### src/rtl/bcd_auto_counter.sv
// bcd_auto_counter
//   Free-running multi-digit BCD counter with a prescaled step rate,
//   selectable direction and pause. The count is time-multiplexed onto a
//   single 4-bit BCD bus (digit) with a one-hot, active-high digit enable
//   (an), ready for a downstream 7-segment decoder.
//
// Parameters
//   DIGITS    number of BCD digits (1..8), digit 0 is least significant
//   DIV       clk cycles per count step (>=2)
//   SCAN_DIV  clk cycles per scan-slot advance (>=1)
//
// Ports
//   clk       system clock, all state on the rising edge
//   rst       synchronous reset, active-high
//   en        1 = prescaler runs, 0 = pause (count frozen, scan continues)
//   up        1 = count up, 0 = count down (sampled on the step cycle)
//   clear     synchronous clear of count and prescaler
//   load      synchronous load of load_val (nibbles above 9 stored as 9)
//   load_val  packed BCD load value, digit i at [4i+3:4i]
//   bcd       current packed BCD count
//   digit     BCD value of the currently scanned digit
//   an        one-hot select of the currently scanned digit
//   step      one-cycle pulse coinciding with each new stepped count
//   wrap      one-cycle pulse when a step wraps (all-9 -> 0 or 0 -> all-9)
module bcd_auto_counter #(
    parameter int DIGITS   = 4,
    parameter int DIV      = 100_000_000,
    parameter int SCAN_DIV = 100_000
) (
    input  logic                  clk,
    input  logic                  rst,
    input  logic                  en,
    input  logic                  up,
    input  logic                  clear,
    input  logic                  load,
    input  logic [4*DIGITS-1:0]   load_val,
    output logic [4*DIGITS-1:0]   bcd,
    output logic [3:0]            digit,
    output logic [DIGITS-1:0]     an,
    output logic                  step,
    output logic                  wrap
);

    localparam int PSC_W = (DIV > 1)      ? $clog2(DIV)      : 1;
    localparam int SCN_W = (SCAN_DIV > 1) ? $clog2(SCAN_DIV) : 1;
    localparam int IDX_W = (DIGITS > 1)   ? $clog2(DIGITS)   : 1;

    localparam logic [PSC_W-1:0]  PSC_MAX = PSC_W'(DIV - 1);
    localparam logic [SCN_W-1:0]  SCN_MAX = SCN_W'(SCAN_DIV - 1);
    localparam logic [IDX_W-1:0]  IDX_MAX = IDX_W'(DIGITS - 1);
    localparam logic [DIGITS-1:0] AN_RST  = DIGITS'(1);

    // Per-digit saturation of a packed BCD word: any nibble above 9 becomes 9.
    function automatic logic [4*DIGITS-1:0] clamp_digits(input logic [4*DIGITS-1:0] v);
        logic [4*DIGITS-1:0] r;
        r = v;
        for (int i = 0; i < DIGITS; i++) begin
            if (v[4*i +: 4] > 4'd9) begin
                r[4*i +: 4] = 4'd9;
            end
        end
        return r;
    endfunction

    // One BCD step in either direction. The MSB of the result is the carry
    // (or borrow) out of the top digit, which is exactly the wrap condition.
    function automatic logic [4*DIGITS:0] bcd_next(input logic [4*DIGITS-1:0] v,
                                                   input logic dir_up);
        logic [4*DIGITS-1:0] r;
        logic                c;
        logic [3:0]          d;
        r = v;
        c = 1'b1;
        for (int i = 0; i < DIGITS; i++) begin
            d = v[4*i +: 4];
            if (c) begin
                if (dir_up) begin
                    if (d >= 4'd9) begin
                        r[4*i +: 4] = 4'd0;
                    end else begin
                        r[4*i +: 4] = d + 4'd1;
                        c           = 1'b0;
                    end
                end else begin
                    if (d == 4'd0) begin
                        r[4*i +: 4] = 4'd9;
                    end else begin
                        r[4*i +: 4] = d - 4'd1;
                        c           = 1'b0;
                    end
                end
            end
        end
        return {c, r};
    endfunction

    logic [PSC_W-1:0]    psc;
    logic [SCN_W-1:0]    scnt;
    logic [IDX_W-1:0]    idx;
    logic [IDX_W+1:0]    sel_lsb;
    logic                step_p0;
    logic [4*DIGITS:0]   nxt_p0;

    // Stage p0: decide whether this cycle is a step cycle and what the count becomes
    always_comb begin
        step_p0 = en && (psc == PSC_MAX);
        nxt_p0  = bcd_next(bcd, up);
    end

    assign sel_lsb = {idx, 2'b00};

    // Stage p1: count, prescaler and registered step/wrap pulses
    always_ff @(posedge clk) begin
        if (rst) begin
            bcd  <= '0;
            psc  <= '0;
            step <= 1'b0;
            wrap <= 1'b0;
        end else if (clear) begin
            bcd  <= '0;
            psc  <= '0;
            step <= 1'b0;
            wrap <= 1'b0;
        end else if (load) begin
            bcd  <= clamp_digits(load_val);
            psc  <= '0;
            step <= 1'b0;
            wrap <= 1'b0;
        end else begin
            step <= step_p0;
            wrap <= step_p0 && nxt_p0[4*DIGITS];
            if (step_p0) begin
                bcd <= nxt_p0[4*DIGITS-1:0];
            end
            // Prescaler only moves while enabled, so a pause resumes exactly
            // where it left off.
            if (en) begin
                psc <= step_p0 ? '0 : psc + 1'b1;
            end
        end
    end

    // Scan: free-running, only rst disturbs it
    always_ff @(posedge clk) begin
        if (rst) begin
            scnt  <= '0;
            idx   <= '0;
            digit <= 4'd0;
            an    <= AN_RST;
        end else begin
            digit <= bcd[sel_lsb +: 4];
            an    <= AN_RST << idx;
            if (scnt == SCN_MAX) begin
                scnt <= '0;
                idx  <= (idx == IDX_MAX) ? '0 : idx + 1'b1;
            end else begin
                scnt <= scnt + 1'b1;
            end
        end
    end

endmodule

### config.mk
export PLATFORM = sky130hd
export DESIGN_NAME = bcd_auto_counter
export DESIGN_NICKNAME = d
export VERILOG_FILES = /design/src/rtl/bcd_auto_counter.sv
export SDC_FILE = /design/constraint.sdc
export NUM_CORES = 1
export LEC_CHECK = 0
export BUFFER_PORTS_ARGS = -buffer_cell sky130_fd_sc_hd__buf_2
export CORE_MARGIN = 2
export CORE_UTILIZATION = 45
export CTS_CLUSTER_SIZE = 20
export DETAILED_ROUTE_END_ITERATION = 10
export SYNTH_ARGS = -nofsm -noshare
export SYNTH_HDL_FRONTEND = slang
export SYNTH_SLANG_ARGS = --single-unit
export TNS_END_PERCENT = 5
### constraint.sdc
create_clock -name clk -period 6.2 [get_ports clk]
set_clock_uncertainty 0.2 [all_clocks]
set_input_delay 0.31 -clock clk [delete_from_list [all_inputs] [get_ports clk]]
set_output_delay 0.31 -clock clk [all_outputs]
set_load 0.03 [all_outputs]
# --- Word level (Yosys, flattened, before mapping) ---
# Cells that the tools add are included.
totals:
  out_inout_bits: 26
  reg_bits: 72
  inputBits: 22
  elab_cells: 89
op_classes:
  mux: 38
  addsub: 11
  order_cmp: 8
  reduce_logical: 16
  shifts: 2
  n_eq_ne: 3
op_table:
  columns: ["cell", "count"]
  rows:
  - ["two-way mux 4 bit", 19]
  - ["two-way mux 16 bit", 2]
  - ["adder 27 x 1 -> 27 bit (second input constant)", 1]
  - ["equality test 27 bit (second input constant)", 1]
  - ["two-way mux 27 bit", 1]
  - ["adder 17 x 1 -> 17 bit (second input constant)", 1]
  - ["equality test 17 bit (second input constant)", 1]
  - ["adder 4 x 1 -> 4 bit (second input constant)", 4]
  - ["greater-or-equal comparator 4 bit (second input constant)", 4]
  - ["greater-than comparator 4 bit (second input constant)", 4]
  - ["zero test 4 bit", 4]
  - ["indexed part select 16 x 5 -> 4 bit", 1]
  - ["subtractor 4 x 1 -> 4 bit (second input constant)", 4]
  - ["two-way mux 1 bit", 15]
  - ["nonzero test 2 bit", 4]
  - ["AND reduction 2 bit", 3]
  - ["OR reduction 2 bit", 2]
  - ["<< shifter 1 x 2 -> 4 bit (first input constant)", 1]
  - ["OR reduction 3 bit", 1]
  - ["adder 2 x 1 -> 2 bit (second input constant)", 1]
  - ["equality test 2 bit (second input constant)", 1]
  - ["logical AND 1 bit", 2]
  - ["two-way mux 2 bit", 1]

# --- Longest topological paths before layout ---
# Gate-level depths: netlist of the first run.
logic_depth:
  word_depth: 8
  depth_mapped: 9
  depth_no_buf: 7

# --- Least setup slack after synthesis of the first run ---
# Ideal clock, no wire load.
synth_timing:
  path_kind: "reg2reg"
  startpoint: "register psc[12]"
  endpoint: "register bcd[8]"
  setup_slack_ps: 3531
  stages_incl_launch_ff: 7
  required_time_ps: 5868
  arrival_time_ps: 2338
  setup_time_ps: 132
  synth_period_minus_slack_ps: 2669
  n_path_buf: 1
  path_cell_list: "dfxtp_1 or4_1 or4_4 or3_1 buf_2 o31a_1 mux2i_1"
synth_between:
  elab_chain_len: 4
synth_lines:
  columns: ["item", "line", "rtl"]
  rows:
  - ["from (decl)", "97", "logic [PSC_W-1:0] psc;"]
  - ["from (signal assigned)", "138", "psc <= step_p0 ? '0 : psc + 1'b1;"]
  - ["equality test 27 bit", "106", "step_p0 = en && (psc == PSC_MAX);"]
  - ["logical AND 1 bit", "106", null]
  - ["nonzero test 2 bit (no line)", null, null]
  - ["AND reduction 2 bit (no line)", null, null]
  - ["to (signal assigned)", "125", "bcd <= clamp_digits(load_val);"]
  - ["to (signal assigned)", "133", "bcd <= nxt_p0[4*DIGITS-1:0];"]
  - ["to (decl)", "37", "output logic [4*DIGITS-1:0] bcd,"]
# No other way between the ends.
# A chain may end at the register's enable or synchronous reset.

# --- Worst setup path in the final report of the first run ---
layout_timing:
  startpoint: "register psc[11]"
  endpoint: "register psc[4]"
layout_between:
  elab_chain_len: 3
layout_lines:
  columns: ["item", "line"]
  rows:
  - ["equality test 27 bit", "106"]
  - ["logical AND 1 bit", "106"]
  - ["two-way mux 27 bit", "138"]
# No other way between the ends.

==> results of run 1 <==
## layer usage
metal | wire length (µm) | global-route usage
met5 | 0 | 0
met3 | 349 | 0.0368
met4 | 68 | 0.0664
met1 | 4910 | 0.288
met2 | 4150 | 0.297
## synth_stat cells (7+ instances only)
| master | instances | area [µm²] |
|---|---|---|
| a211oi_1 | 7 | 52.6 |
| a21oi_1 | 14 | 70.1 |
| and4_1 | 9 | 78.8 |
| clkbuf_1 | 29 | 109 |
| dfxtp_1 | 72 | 1440 |
| ha_1 | 17 | 213 |
| inv_1 | 25 | 93.8 |
| mux2i_1 | 14 | 140 |
| nand2_1 | 34 | 128 |
| nand2b_1 | 7 | 43.8 |
| nand3_1 | 24 | 120 |
| nand4_1 | 14 | 87.6 |
| nor2_1 | 66 | 248 |
| nor2b_1 | 9 | 56.3 |
| nor3_1 | 13 | 65.1 |
| nor4_1 | 7 | 43.8 |
| o21ai_0 | 20 | 100 |
| xnor2_1 | 23 | 201 |
| xor2_1 | 18 | 158 |
## path summary, 6_finish.rpt
| kind | start | end | slack (ps) |
|---|---|---|---|
| min | load_val[3] | bcd[3] | 30 |
| max | psc[11] | psc[4] | 3170 |
| min reg2reg | scnt[0] | scnt[0] | 260 |
| max reg2reg | psc[11] | psc[4] | 3170 |
## power by group
part,total (W),switching [W],internal [W]
Sequential,0.000481,0.0000131,0.000468
Combinational,0.0000942,0.0000561,0.0000382
Clock,0.000330,0.000174,0.000156
Total,0.000905,0.000243,0.000662
## worst max-delay path: cells and delay by family, from the launching register on
family / cells / cell delay, ps
flops: 1 / 330
simple gates: 5 / 2340
## logic make-up (layout without fill, tap and decap cells)
kind of cell    after synthesis  count (layout)  share of synthesized area
xor+xnor                     41              41                     0.0850
buf+inv                      59              90                     0.0533
mux                          19              19                     0.0572
fa+ha+maj                    17              17                     0.0504
simple gates                222             222                      0.278
flops                        72              72                      0.341
compound gates               83              83                      0.134
## state kept, by name, indices dropped and copies added (netlist names)
signal / flops
an: 4
bcd: 16
digit: 4
idx: 2
psc: 27
scnt: 17
step: 1
wrap: 1
## cell usage in the layout, fill, tap and decap left out, drive strengths merged, types with 3 or more instances in the layout
cell type,count
nand2b,7
or2,4
o311ai,6
mux4,4
o21bai,3
nand3,24
nor2b,9
a311o,4
xnor2,23
mux2i,14
o21ai,20
a21oi,14
nor4b,4
and3,6
clkinv,6
nand3b,4
xor2,18
nor2,66
inv,25
a211oi,7
ha,17
nand2,34
buf,48
nor4,7
and4,9
nor3,13
nand4,14
or3b,3
dfxtp,72
a311oi,3
or4,5
a31oi,6
clkbuf,11
or3,3
## per-stage QoR
stage	hold WS [ps]	cell area [µm²]	util
after CTS	12.8	4650	0.508
after global placement	240	4480	0.489
after detailed placement	250	4480	0.489
after floorplan	182	4220	-
after global routing	52.4	4650	0.508
final	32.6	4650	0.508
## layout make-up
type                    count  area (µm²)
multi-input cells         382        2560
well taps                 111         139
clock inverters             5        32.5
flip-flops and latches     72        1440
inverters                  26        97.6
clock buffers              11         141
repair buffers             48         243
fillers                   910        4500
==> metrics.yaml, run 1 <==
rsz0062_at_grt: "false"
cts.sinks: 72
ctsRootBufferMaster: "clkbuf_8"
crit_path_max_incr_delay_ps: 670
numPortBuffers: 47
crit_type: "flip-flop to flip-flop"
clk_latency_ps: 340
dieArea_um2: 10200
grt_pass1_wl_um: 16400
drive_above_1_share: 0.149
grt_max_degree: 38
tightest_slew_ps: 919
syn2layout_area_growth_pct: 10.1
diodes: 0
cts.repair.resized: 0
fmax_ghz: 0.330
crit_required_ps: 6200
ir_drop_mv: 0.0833
clockBufferDepth: 2
start_kind: "flip-flop"
r2r.worst_path.cells: 5
hold_path_depth: 3
ys_warn_count: 0
overflow: 0
wl_um: 9470
arrival_ps: 3030
setup_slack_ps: 3170
grt_usage: 0.199
place_hpwl_um: 6770
clk_pin_slew_ps: 80
synthArstFlopShare: 0
htreeDepth: 3
fin_crit_ps: 3030
stdcell_count: 655
slew_headroom: 0.382
p_total_w: 0.000905
crit_path_cell_trace: "or4_1, or4_4, or3_1, nand3_1, nor2_1"
avgSynthCellArea_um2: 8.23
min_path_type: "input port to flip-flop"
postCtsSetupBuffers: 0
drv_cap: 0
wl_per_cell_um: 14.5
num_vias: 3669
dpl.cell_count: 639
ys_ff_latch: 72
postSynthCellCount: 513
synth.cell_area_um2: 4220
numCtsBuffers: 9
syn_nets: 552
status: "complete, no violations"
fin_setup_tns_ps: 0
power.leakage_nw: 1.71
die_w_um: 101
drt_iter0_drc: 183
dieHeight_um: 101
drcViolationCount: 0
maxSlewViolCount: 0
endpoint_kind: "flip-flop"
synth_edf_count: 0
finalHoldViolations: 0
synth_top_flop_cell: "dfxtp_1"
place_ws_ps: 3150
core_area_um2: 9150
viasPerCell: 5.60
setup_viol: 0
finalCritPeriodShare: 0.489
critical_path_peak_fanout: 24
globalplace.congestion: 0.798
pin_count: 48
yosysSeqAreaShare: 0.341
cts_tree: "built"
ys_types: 57
nNetsFinal: 578
antenna_found_initial: 0
holdBufCountCts: 0
grt_pass1_vias: 3343
first_pass_iters: 4
crit_slowest_cell: "nand3_1"
fp-row-count: 35
powerDensity_nw_per_um2: 195
start_util: 0.462
ant_nets: 0
No activity file was read; power rests on OpenSTA's default activity.
==> run 2: changes to the inputs <==
Clock period 6.2 ns to 3.1 ns, I/O delays scaled along.
==> metrics.yaml, run 2 (synthesis results as in run 1) <==
drv_cap: 0
place_hpwl_um: 6840
ff2ff_setup_slack_ps: 330
ctsRootBufferMaster: "clkbuf_8"
drive_above_1_share: 0.154
numPortBuffers: 47
p_comb_frac: 0.103
power.leakage_nw: 1.77
clk_latency_ps: 350
crit_required_ps: 3130
crit_slowest_cell: "or4_4"
ant_nets: 0
p_seq_frac: 0.496
drt_iter0_drc: 206
status: "complete, no violations"
grt_pass1_vias: 3418
grt_pass1_wl_um: 16600
diodes: 0
fin_crit_ps: 2770
crit_path_max_incr_delay_ps: 540
viasPerCell: 5.62
cts_tree: "built"
syn2layout_area_growth_pct: 13.9
clockPowerShare: 0.401
arrival_ps: 2800
core_area_um2: 9150
endpoint_kind: "flip-flop"
htreeDepth: 3
clk_pin_slew_ps: 90
drcViolationCount: 0
finalCritPeriodShare: 0.895
num_vias: 3761
antenna_found_initial: 0
setup_viol: 0
rsz0062_at_grt: "false"
crit_type: "flip-flop to flip-flop"
numCtsBuffers: 9
crit_start: "psc[12]"
dieHeight_um: 101
fmax_ghz: 0.361
maxSlewViolCount: 0
wl_per_cell_um: 14.7
pin_count: 48
clockBufferDepth: 2
cts.sinks: 72
crit_path_cell_trace: "or4_1, or4_4, or3_1, o31a_1, mux2i_1"
switching_share: 0.270
die_w_um: 101
finalHoldViolations: 0
start_kind: "flip-flop"
dieArea_um2: 10200
nNetsFinal: 592
reg.largest.list: "psc x27, scnt x17, bcd x16"
globalplace.congestion: 0.795
timing.rr.end: "bcd[11]"
min_path_type: "input port to flip-flop"
overflow: 0
fin_setup_tns_ps: 0
grt_max_degree: 38
crit_end: "bcd[11]"
powerDensity_nw_per_um2: 403
r2r.worst_path.cells: 5
start_util: 0.462
wl_um: 9820
cts.repair.resized: 0
worst-path-stages: 5
slew_headroom: 0.584
tightest_slew_ps: 624
switchingPower_w: 0.000524
final_common_cell: "dfxtp_1"
final_area_um2: 4810
largest_reg_flops: 27
critical_path_peak_fanout: 6
path_delay_family: "simple AND/OR/NAND/NOR gates"
worst-path-buf-inv: 0
rr_startpoint: "psc[12]"
postCtsSetupBuffers: 0
regMostFlops: "psc"
cell_internal_pwr_w: 0.00142
dpl-instance-area_um2: 4510
ir_drop_mv: 0.252
final_cell_mix: "dfxtp_1, nor2_1, buf_2"
grt_usage: 0.201
fp-row-count: 35
holdBufCountCts: 10
first_pass_iters: 5
run 2: cell count changes in the layout (fill, tap and decap cells not counted):
cell / delta
dlygate4sd3_1: +10
clkbuf_1: -1
inv_6: +1
clkinv_2: -2
bufinv_16: +1
buf_4: +4
clkinv_4: -2
clkinvlp_4: +3
run 2: layer usage:
layer / up-vias / track usage / share of wire
met5: - / 0 / 0
met4: 0 / 0.0558 / 0.012
met3: 14 / 0.0437 / 0.044
met2: 84 / 0.307 / 0.45
met1: 1763 / 0.286 / 0.50
li1: 1900 / - / -
run 2: layout make-up:
type | instances | area (µm²)
clock inverters | 6 | 66.3
inverters | 26 | 97.6
clock buffers | 10 | 138
flip-flops and latches | 72 | 1440
multi-input cells | 382 | 2560
fillers | 889 | 4340
well taps | 111 | 139
repair buffers | 62 | 373
run 2: worst register-to-register path: cells and delay by family, from the launching register on:
kind,cells,cell delay [ps]
and+or+nand+nor,3,1530
AOI/OAI and AO/OA,1,420
DFF,1,360
muxes,1,150
run 2: power groups by stage:
stage | Clock (W) | Sequential (W) | Combinational [W]
2_1_floorplan | 0 | 0.000987 | 0.000129
3_3_place_gp | 0 | 0.000983 | 0.000187
3_5_place_dp | 0 | 0.000984 | 0.000190
4_1_cts | 0.000783 | 0.000962 | 0.000201
5_1_grt | 0.000830 | 0.000966 | 0.000224
6_report | 0.000778 | 0.000963 | 0.000200
run 2: metrics by stage:
step           std cells  hold slack, ps  power, W   util  setup slack (ps)
2_1_floorplan        513            26.6   0.00112      -               431
3_3_place_gp         643             219   0.00117  0.493               365
3_5_place_dp         643             233   0.00117  0.493               325
4_1_cts              669            12.6   0.00195  0.526               313
5_1_grt              669            31.2   0.00202  0.526               240
6_report             669            20.5   0.00194  0.526               327
run 2: worst min path at each step:
stage                     to        start  depth (start not counted)  slack (ps)
CTS                   bcd[5]  load_val[7]                          4          10
detailed placement    bcd[3]  load_val[3]                          3         230
global placement      bcd[3]  load_val[3]                          3         220
global route          bcd[6]  load_val[7]                          3          30
finish                bcd[6]  load_val[7]                          3          20
floorplan           digit[0]          rst                          1          30
==> run 3: changes to the inputs <==
Clock period 3.1 ns to 3.05 ns, I/O delays scaled along.
==> metrics.yaml, run 3 (synthesis results as in run 1) <==
status: "complete, no violations"
largest_reg_flops: 27
numCtsBuffers: 9
tightest_slew_ps: 604
critical_path_peak_fanout: 6
fmax_ghz: 0.359
place_hpwl_um: 6920
ant_nets: 0
fp-row-count: 35
r2r.worst_path.cells: 5
grt_pass1_vias: 3397
finalHoldViolations: 0
grt_pass1_wl_um: 16400
clk_latency_ps: 350
setup_viol: 0
min_path_type: "input port to flip-flop"
drcViolationCount: 0
fin_setup_tns_ps: 0
drv_cap: 0
dieHeight_um: 101
ir_drop_mv: 0.186
first_pass_iters: 4
die_w_um: 101
globalplace.congestion: 0.792
utilization: 0.531
dpl.cell_count: 645
powerDensity_nw_per_um2: 431
pin_count: 48
power.leakage_nw: 1.80
syn2layout_area_growth_pct: 15.0
stdcell_count: 671
num_vias: 3774
postCtsSetupBuffers: 0
overflow: 0
nNetsFinal: 594
dieArea_um2: 10200
final_common_cell: "dfxtp_1"
viasPerCell: 5.62
wl_per_cell_um: 14.7
drive_above_1_share: 0.154
fill_cells: 871
fin_crit_ps: 2780
crit_path_cell_trace: "or4_1, or4_4, or3_1, o31a_1, mux2i_1"
start_util: 0.462
maxSlewViolCount: 0
holdBufCountCts: 10
clk_pin_slew_ps: 70
crit_required_ps: 3060
regMostFlops: "psc"
endpoint_kind: "flip-flop"
grt_max_degree: 38
arrival_ps: 2800
wl_um: 9850
crit_type: "flip-flop to flip-flop"
core_area_um2: 9150
cts_tree: "built"
p_total_w: 0.00209
final_cell_mix: "dfxtp_1, nor2_1, buf_2"
crit_path_max_incr_delay_ps: 540
cts.repair.resized: 0
start_kind: "flip-flop"
numPortBuffers: 47
hold_path_depth: 5
rsz0062_at_grt: "false"
drt_iter0_drc: 156
crit_slowest_cell: "or4_4"
slew_headroom: 0.598
antenna_found_initial: 0
htreeDepth: 3
clockBufferDepth: 2
diodes: 0
grt_usage: 0.201
reg.largest.list: "psc x27, scnt x17, bcd x16"
cts.sinks: 72
ctsRootBufferMaster: "clkbuf_8"
finalCritPeriodShare: 0.912
run 3: critical path, delay by kind of cell, from the launching register on:
family / cells / cell delay, ps
mux: 1 / 150
simple gates: 3 / 1530
flops: 1 / 350
compound gates: 1 / 420
run 3: final timing paths:
path,slack (ps),end,start
setup / recovery,270,bcd[11],psc[12]
hold / removal,20,bcd[13],load_val[13]
setup reg to reg,270,bcd[11],psc[12]
hold reg to reg,270,scnt[0],scnt[0]
run 3: final cells by class:
class	count	area (µm²)	area share
flip-flops and latches	72	1440	0.297
clock buffers	11	131	0.0270
inverters	26	97.6	0.0201
well taps	111	139	0.0286
multi-input cells	382	2560	0.526
repair buffers	64	388	0.0798
clock inverters	5	105	0.0216
run 3: routing by layer:
layer	wire, µm	track usage	up-vias
met2	4460	0.313	79
met3	426	0.0479	9
met5	0	0	-
met1	4860	0.273	1778
met4	99	0.0664	0
li1	-	-	1908
run 3: through the flow:
step / cell area, µm² / setup WS (ps) / hold slack, ps
final: 4860 / 267 / 24.5
after CTS: 4860 / 264 / 5.28
after floorplan: 4220 / 381 / 24.1
after global placement: 4520 / 324 / 216
after global routing: 4860 / 156 / 42.3
after detailed placement: 4520 / 274 / 223
run 3: where the power goes:
part,internal (W),total [W],switching [W]
clock,0.000544,0.000908,0.000364
sequential,0.000952,0.000976,0.0000246
combinational,0.0000886,0.000209,0.000120
